===== config.mk =====
export PLATFORM = sky130hd
export DESIGN_NAME = mem_access_ctrl
export DESIGN_NICKNAME = d
export VERILOG_FILES = /design/src/rtl/mem_access_ctrl.sv
export SDC_FILE = /design/constraint.sdc
export NUM_CORES = 1
export LEC_CHECK = 0
export CAP_MARGIN = 20
export CORE_MARGIN = 5
export CORE_UTILIZATION = 30
export DETAILED_ROUTE_END_ITERATION = 8
export PLACE_DENSITY = 0.67
export SETUP_SLACK_MARGIN = 0.3
export SLEW_MARGIN = 20
export SYNTH_ARGS = -nofsm -noshare
export SYNTH_HDL_FRONTEND = slang
export SYNTH_SLANG_ARGS = --single-unit

===== constraint.sdc =====
create_clock -name clk -period 3.85 [get_ports clk]
set_input_delay 0.385 -clock clk [delete_from_list [all_inputs] [get_ports clk]]
set_output_delay 0.385 -clock clk [all_outputs]
set_load 0.1 [all_outputs]

===== src/rtl/mem_access_ctrl.sv =====
// Two-port round-robin sequencer in front of the byte-addressed main memory.
// Each request is latched, range-checked, issued to memory for one cycle, then answered with done/rdata/err.
module mem_access_ctrl #(
    parameter int ADDR_W = 12,
    parameter int DATA_W = 64
) (
    input  logic              clk,
    input  logic              rst,
    input  logic              req0,
    input  logic              we0,
    input  logic [1:0]        size0,
    input  logic [ADDR_W-1:0] addr0,
    input  logic [DATA_W-1:0] wdata0,
    input  logic              req1,
    input  logic              we1,
    input  logic [1:0]        size1,
    input  logic [ADDR_W-1:0] addr1,
    input  logic [DATA_W-1:0] wdata1,
    output logic              gnt0,
    output logic              gnt1,
    output logic              done0,
    output logic              done1,
    output logic [DATA_W-1:0] rdata,
    output logic              err,
    output logic [ADDR_W-1:0] mem_address,
    output logic              mem_readEnable,
    output logic              mem_writeEnable,
    output logic              mem_vectorReadEnable,
    output logic              mem_vectorWriteEnable,
    output logic [DATA_W-1:0] mem_dataIn,
    input  logic [DATA_W-1:0] mem_dataOut
);

    typedef enum logic [1:0] {IDLE, ACCESS, RESP} state_t;

    state_t            state;
    logic              last;
    logic              port_q;
    logic              we_q;
    logic [1:0]        size_q;
    logic              err_q;

    logic              pick;
    logic              sel_we;
    logic [1:0]        sel_size;
    logic [ADDR_W-1:0] sel_addr;
    logic [DATA_W-1:0] sel_wdata;
    logic [ADDR_W:0]   span;
    logic [ADDR_W:0]   end_addr;
    logic              sel_err;
    logic [DATA_W-1:0] load_data;

    // Port selection and legality of the command about to be latched; a carry
    // out of the last-byte address means the access would run past the top.
    always_comb begin
        pick      = (req0 && req1) ? ~last : req1;
        sel_we    = pick ? we1    : we0;
        sel_size  = pick ? size1  : size0;
        sel_addr  = pick ? addr1  : addr0;
        sel_wdata = pick ? wdata1 : wdata0;
        case (sel_size)
            2'b00:   span = (ADDR_W+1)'(0);
            2'b01:   span = (ADDR_W+1)'(3);
            2'b10:   span = (ADDR_W+1)'(7);
            default: span = (ADDR_W+1)'(0);
        endcase
        end_addr = {1'b0, sel_addr} + span;
        sel_err  = (sel_size == 2'b11) || end_addr[ADDR_W];
    end

    always_comb begin
        load_data = '0;
        if (!err_q && !we_q) begin
            case (size_q)
                2'b00:   load_data = {{(DATA_W-8){1'b0}}, mem_dataOut[7:0]};
                2'b01:   load_data = {{(DATA_W-32){1'b0}}, mem_dataOut[31:0]};
                2'b10:   load_data = mem_dataOut;
                default: load_data = '0;
            endcase
        end
    end

    // Pulses (gnt, done, enables) default low every cycle so each lasts exactly one cycle.
    always_ff @(posedge clk) begin
        if (rst) begin
            state                 <= IDLE;
            last                  <= 1'b1;
            port_q                <= 1'b0;
            we_q                  <= 1'b0;
            size_q                <= 2'b00;
            err_q                 <= 1'b0;
            gnt0                  <= 1'b0;
            gnt1                  <= 1'b0;
            done0                 <= 1'b0;
            done1                 <= 1'b0;
            rdata                 <= '0;
            err                   <= 1'b0;
            mem_address           <= '0;
            mem_dataIn            <= '0;
            mem_readEnable        <= 1'b0;
            mem_writeEnable       <= 1'b0;
            mem_vectorReadEnable  <= 1'b0;
            mem_vectorWriteEnable <= 1'b0;
        end else begin
            gnt0                  <= 1'b0;
            gnt1                  <= 1'b0;
            done0                 <= 1'b0;
            done1                 <= 1'b0;
            mem_readEnable        <= 1'b0;
            mem_writeEnable       <= 1'b0;
            mem_vectorReadEnable  <= 1'b0;
            mem_vectorWriteEnable <= 1'b0;
            case (state)
                IDLE: begin
                    if (req0 || req1) begin
                        port_q      <= pick;
                        last        <= pick;
                        we_q        <= sel_we;
                        size_q      <= sel_size;
                        err_q       <= sel_err;
                        mem_address <= sel_addr;
                        mem_dataIn  <= sel_wdata;
                        gnt0        <= ~pick;
                        gnt1        <= pick;
                        if (!sel_err) begin
                            mem_readEnable        <= !sel_we && (sel_size == 2'b00 || sel_size == 2'b01);
                            mem_vectorReadEnable  <= !sel_we && (sel_size == 2'b01 || sel_size == 2'b10);
                            mem_writeEnable       <=  sel_we && (sel_size == 2'b00 || sel_size == 2'b01);
                            mem_vectorWriteEnable <=  sel_we && (sel_size == 2'b01 || sel_size == 2'b10);
                        end
                        state <= ACCESS;
                    end
                end
                ACCESS: begin
                    rdata <= load_data;
                    err   <= err_q;
                    done0 <= ~port_q;
                    done1 <= port_q;
                    state <= RESP;
                end
                RESP: begin
                    state <= IDLE;
                end
                default: begin
                    state <= IDLE;
                end
            endcase
        end
    end

endmodule


After elaboration in Yosys (flattened, before gate mapping)
Cells that the tools add are included.

Flip-flop bits (word level): 157. Output and inout port bits: 149.

Add/sub/neg operators: 1. Eq/ne operators: 7. Muxes and demuxes: 10. Bitwise operators: 6. Reductions and logical operators: 20.

Operators by type and width (count): $pmux W64 S3 (1); $mux W64 (2); $add A12 B13 Y13 (1); $mux W12 (1); $eq A2 B1 Y1 const B (3); $eq A2 B2 Y1 const B (3); $logic_and A1 B1 Y1 (6); $logic_not A2 Y1 (3); $not A1 Y1 (6); $pmux W3 S2 (1); $logic_or A1 B1 Y1 (4); $mux W2 (2); $pmux W2 S2 (1); $reduce_or A4 Y1 (1); $logic_not A1 Y1 (3); $reduce_or A3 Y1 (1); $mux W1 (2); $ne A2 B2 Y1 const B (1); $reduce_and A2 Y1 (1); $reduce_or A2 Y1 (1).

Depth between registers and ports, before layout
Depth in word-level cells: 8. Gate-level depth with buffers: 11.

Worst setup path before layout
Ideal clock, no wire load.

Kind: input to register. Start: input req1. End: register err_q. Arrival time: 2.561 ns. Required time: 3.730 ns. Path slack: 1.169 ns. Stages on the path: 11. Path buffers: 2. Path through: a21bo_2 > clkbuf_1 > buf_2 > mux2i_1 > ha_1 > inv_1 > ha_1 > nor2b_1 > o21a_1 > o221a_2 > o31a_1.

Longest elaborated chain between the ends: 7. Elaborated cells on any way between the ends: 12. Classes of those cells: add/sub: 1; eq/ne: 3; mux: 4; reduce/logical: 4.

Ends and longest elaborated chain: start: declaration (line 14) `input logic req1,`; $logic_and A1 B1 Y1 (line 56) `pick = (req0 && req1) ? ~last : req1;`; $mux W1 (line 56); $mux W2 (line 58) `sel_size = pick ? size1 : size0;`; $eq A2 B2 Y1 / $eq A2 B1 Y1 (equally long branches) (line 61) `case (sel_size)`; $pmux W3 S2 (line 61); $add A12 B13 Y13 (line 67) `end_addr = {1'b0, sel_addr} + span;`; $logic_or A1 B1 Y1 (line 68) `sel_err = (sel_size == 2'b11) || end_addr[ADDR_W];`; end signal: assignment (line 120) `err_q <= sel_err;`; end: declaration (line 41) `logic err_q;`.

Several ways; a longest one is shown, not always the timed one. A chain may end at the register's enable or synchronous reset.

Final worst setup path
Start: input req1. End: register err_q.

Elaborated cells on any way between the ends: 12. Classes of those cells: add/sub: 1; eq/ne: 3; mux: 4; reduce/logical: 4.

RTL lines: $logic_and A1 B1 Y1 (line 56); $mux W1 * (line 56); $mux W12 * (line 59) `sel_addr = pick ? addr1 : addr0;`; net sel_addr[2] (line 46) `logic [ADDR_W-1:0] sel_addr;`; $add A12 B13 Y13 * (line 67); $logic_or A1 B1 Y1 * (line 68).

The timed path passes the listed nets; every way through them passes the cells marked *.

==> summary.md <==
| Metric | Value |
|---|---|
| Most common cell after layout, fill and taps aside | clkdlybuf4s50_1 |
| 1st-iter DRT viols | between 200 and 300 |
| Initial core utilization | a little under a third |
| Multiplexer area fraction after synthesis | under 10% |
| Vias post-DR | 6291 |
| CTS Buffer Depth | 2 |
| Worst path max stage delay | 0.54 ns |
| Period utilization | about 72% |
| Hpwl dp | 17200 um |
| CP bufs+invs | 2 |
| Worst Setup Start Kind | input pin |
| Synth Area in XOR/XNOR | 0.140% |
| Cell count after synthesis | about 700 |
| CTS tree | done |
| Hold Path Class | reg2reg |
| Setup Skew | about 0.0097 ns |
| GPL Wtd Cong | 0.801 |
| IO Count | 375 |
| Worst rel slew slack | 30.7% |
| Crit path DAT | 3.07 ns |
| Placed cell areas | between 10000 and 15000 um^2 |
| Nets | between 1000 and 1500 |
| Vias in the first global route | 6057 |
| F_max | ~360 MHz |
| Max_cap viols | 0 |
| Setup crit end kind | register |
| CTS clock-pin slew for the worst setup and hold paths | ~0.060 ns |
| Yosys cell types | 40 |
| Largest net degree at the start of global routing | 79 |
| Slew Viols, Final | 0 |
| Post-CTS setup buffers | 0 |
| Crit path required time | 4.15 ns |
| DRT Pass-1 Iters | 5 |
| Die Area | roughly 24000 um^2 |
| Wirelength per Cell | 17.5 um |
| Die height | 154 um |
| Final hold vios | 0 |
| # hold bufs at CTS | 0 |
| Initial antenna violation count | 0 |
| Flops & latches, synth | around 160 |
| Outcome | finished, final reports clean |
| Final Setup Violations | 0 |
| Clk Latency, worst-skew pair | between 0.4 and 0.5 ns |
| Largest family of logic cells by synthesized area | compound AO/OA/AOI/OAI gates |
| GRT Total Usage | 18.3% |
| Htree depth | 4 |
| Most frequent cells in the layout | clkdlybuf4s50_1, dfxtp_1, nand2_1 |
| Worst-path maximum fanout | between 40 and 50 |
| Area Growth Syn to Fin | 72.5% |
| IO Port Bufs | between 300 and 400 |
| WL final | approximately 23000 um |
| Maximum vdd drop | approximately 290 uV |
| Post-CTS sizing | 0 |
| PwrDens | 495 nW/um^2 |
| Final instance area | between 10000 and 15000 um^2 |
| Worst path top cell family by delay | buffers and inverters |
| # clock sinks | 157 |
| Crit-path slowest cell | clkdlybuf4s50_1 |
| Worst setup path category | in2reg |
| Synth warn | 0 |
| Layout cells sized above 1 | under 10% |
| Synth Area in Adders | less than 1% |
| Mapped cell area | 6240 um^2 |
| First-pass GRT wire length | ~35000 um |
| Vias/cell | between 4 and 5 |
| Die width | 154 um |
| Core area | between 20000 and 25000 um^2 |
| Num CTS Buffers | 17 |
| Sequential area share after synthesis | 50.4% |
| Hold WS | about 0.44 ns |
| Post-layout min period | 2.77 ns |
| Syn nets | 926 |
| Clock Tree Root | clkbuf_16 |
| Simple-Gate Fraction of Synth Area | 20.3% |
| Grt ovf | 0 |
| Synth Area per Inst | about 9 um^2 |
| # DRC | 0 |
| RSZ-0062 raised after global routing | no |
| Fraction of the mapped netlist area in compound gates | between 20% and 30% |
| ANT nets after route | 0 |
| Std-Cell Rows | 52 |
| Worst-path cell chain | clkdlybuf4s50_1 -> a21boi_4 -> buf_4 -> mux2_2 -> ha_1 -> nor3_1 -> mux2i_1 -> o221a_2 -> o31a_1 |
| Pleak | just over 4 nW |
| ANT cells | 0 |
| Worst-margin pin slew | just over 1 ns |
| Setup_tns | 0 ns |
==> report_power, final <==
part | total, mW | internal (mW) | switching [mW]
registers | 1.82 | 1.75 | 0.0693
logic | 1.77 | 0.539 | 1.23
clock network | 1.73 | 1.01 | 0.719
total | 5.32 | 3.30 | 2.02
==> per-layer routing <==
layer	global-route usage [%]	part of all wire, %	vias to the layer above
met1	21.8	41	2866
li1	-	-	3137
met5	0	0	-
met2	31.2	48	271
met4	4.79	1.1	0
met3	7.07	10	17
==> final timing paths <==
path         startpoint     to  slack (ns)  depth (start not counted)
max reg2reg        last  err_q        1.30                          8
min              port_q  done0        0.44                          1
min reg2reg      port_q  done0        0.44                          1
max                req1  err_q        1.08                          9
==> registers in the layout (all words and copies together), names as in the netlist, 2 cells and up <==
| signal | count |
|---|---|
| mem_address | 12 |
| mem_dataIn | 64 |
| rdata | 64 |
| size_q | 2 |
| state | 2 |
==> logic make-up (layout without fill, tap and decap cells) <==
kind of cell | count (synthesis) | in the layout
multiplexers | 6 | 6
XOR/XNOR | 1 | 1
adder cells (fa/ha/maj) | 4 | 4
AO/OA/AOI/OAI | 151 | 151
AND/OR/NAND/NOR | 311 | 311
flip-flops | 157 | 157
buffers and inverters | 66 | 419
==> synthesized netlist by cell type <==
cell type | n | area (um^2)
a22oi_1 | 10 | 75.1
or4_1 | 1 | 7.51
nor3_1 | 10 | 50.1
a211oi_1 | 2 | 15.0
buf_2 | 13 | 65.1
o221a_2 | 1 | 11.3
a21oi_1 | 3 | 15.0
and2_1 | 1 | 6.26
xnor2_1 | 1 | 8.76
or4_4 | 1 | 11.3
clkbuf_1 | 37 | 139
a21oi_2 | 1 | 8.76
or4b_4 | 1 | 13.8
o21ai_0 | 1 | 5.00
nand4_1 | 2 | 12.5
a311oi_1 | 74 | 648
buf_1 | 9 | 33.8
dfxtp_1 | 157 | 3140
nand3b_1 | 1 | 7.51
a21boi_1 | 1 | 7.51
nor3_2 | 2 | 20.0
nor2b_1 | 2 | 12.5
nor3_4 | 1 | 16.3
o21a_1 | 2 | 15.0
nand2b_1 | 1 | 6.26
o31a_1 | 1 | 8.76
nand3_1 | 2 | 10.0
nor3b_4 | 1 | 18.8
inv_1 | 3 | 11.3
a22oi_2 | 30 | 375
mux2i_1 | 3 | 30.0
mux2_2 | 2 | 22.5
ha_1 | 4 | 50.1
nor2_1 | 127 | 477
nor4_1 | 2 | 12.5
a22o_1 | 24 | 210
buf_6 | 4 | 45.0
a21bo_2 | 1 | 10.0
nand2_1 | 156 | 586
mux2_4 | 1 | 15.0
==> metrics by stage <==
step           cells  total power [mW]  setup slack, ns  util [%]
2_1_floorplan    696              3.06             1.17         -
3_3_place_gp    1287              3.64            0.708      49.9
3_5_place_dp    1287              3.64            0.654      49.9
4_1_cts         1319              5.40             1.09      52.8
5_1_grt         1319              5.54            0.956      52.8
6_report        1319              5.32             1.08      52.8
==> layout make-up <==
class / instances / area, um^2
tap: 270 / 338
fill: 1911 / 9610
sequential: 157 / 3140
multi-input combinational: 473 / 2820
clock buffer: 20 / 457
inverter: 3 / 11.3
timing repair buffer: 384 / 3840
clock inverter: 12 / 148
Note: power is estimated with default switching activity, not from simulation.
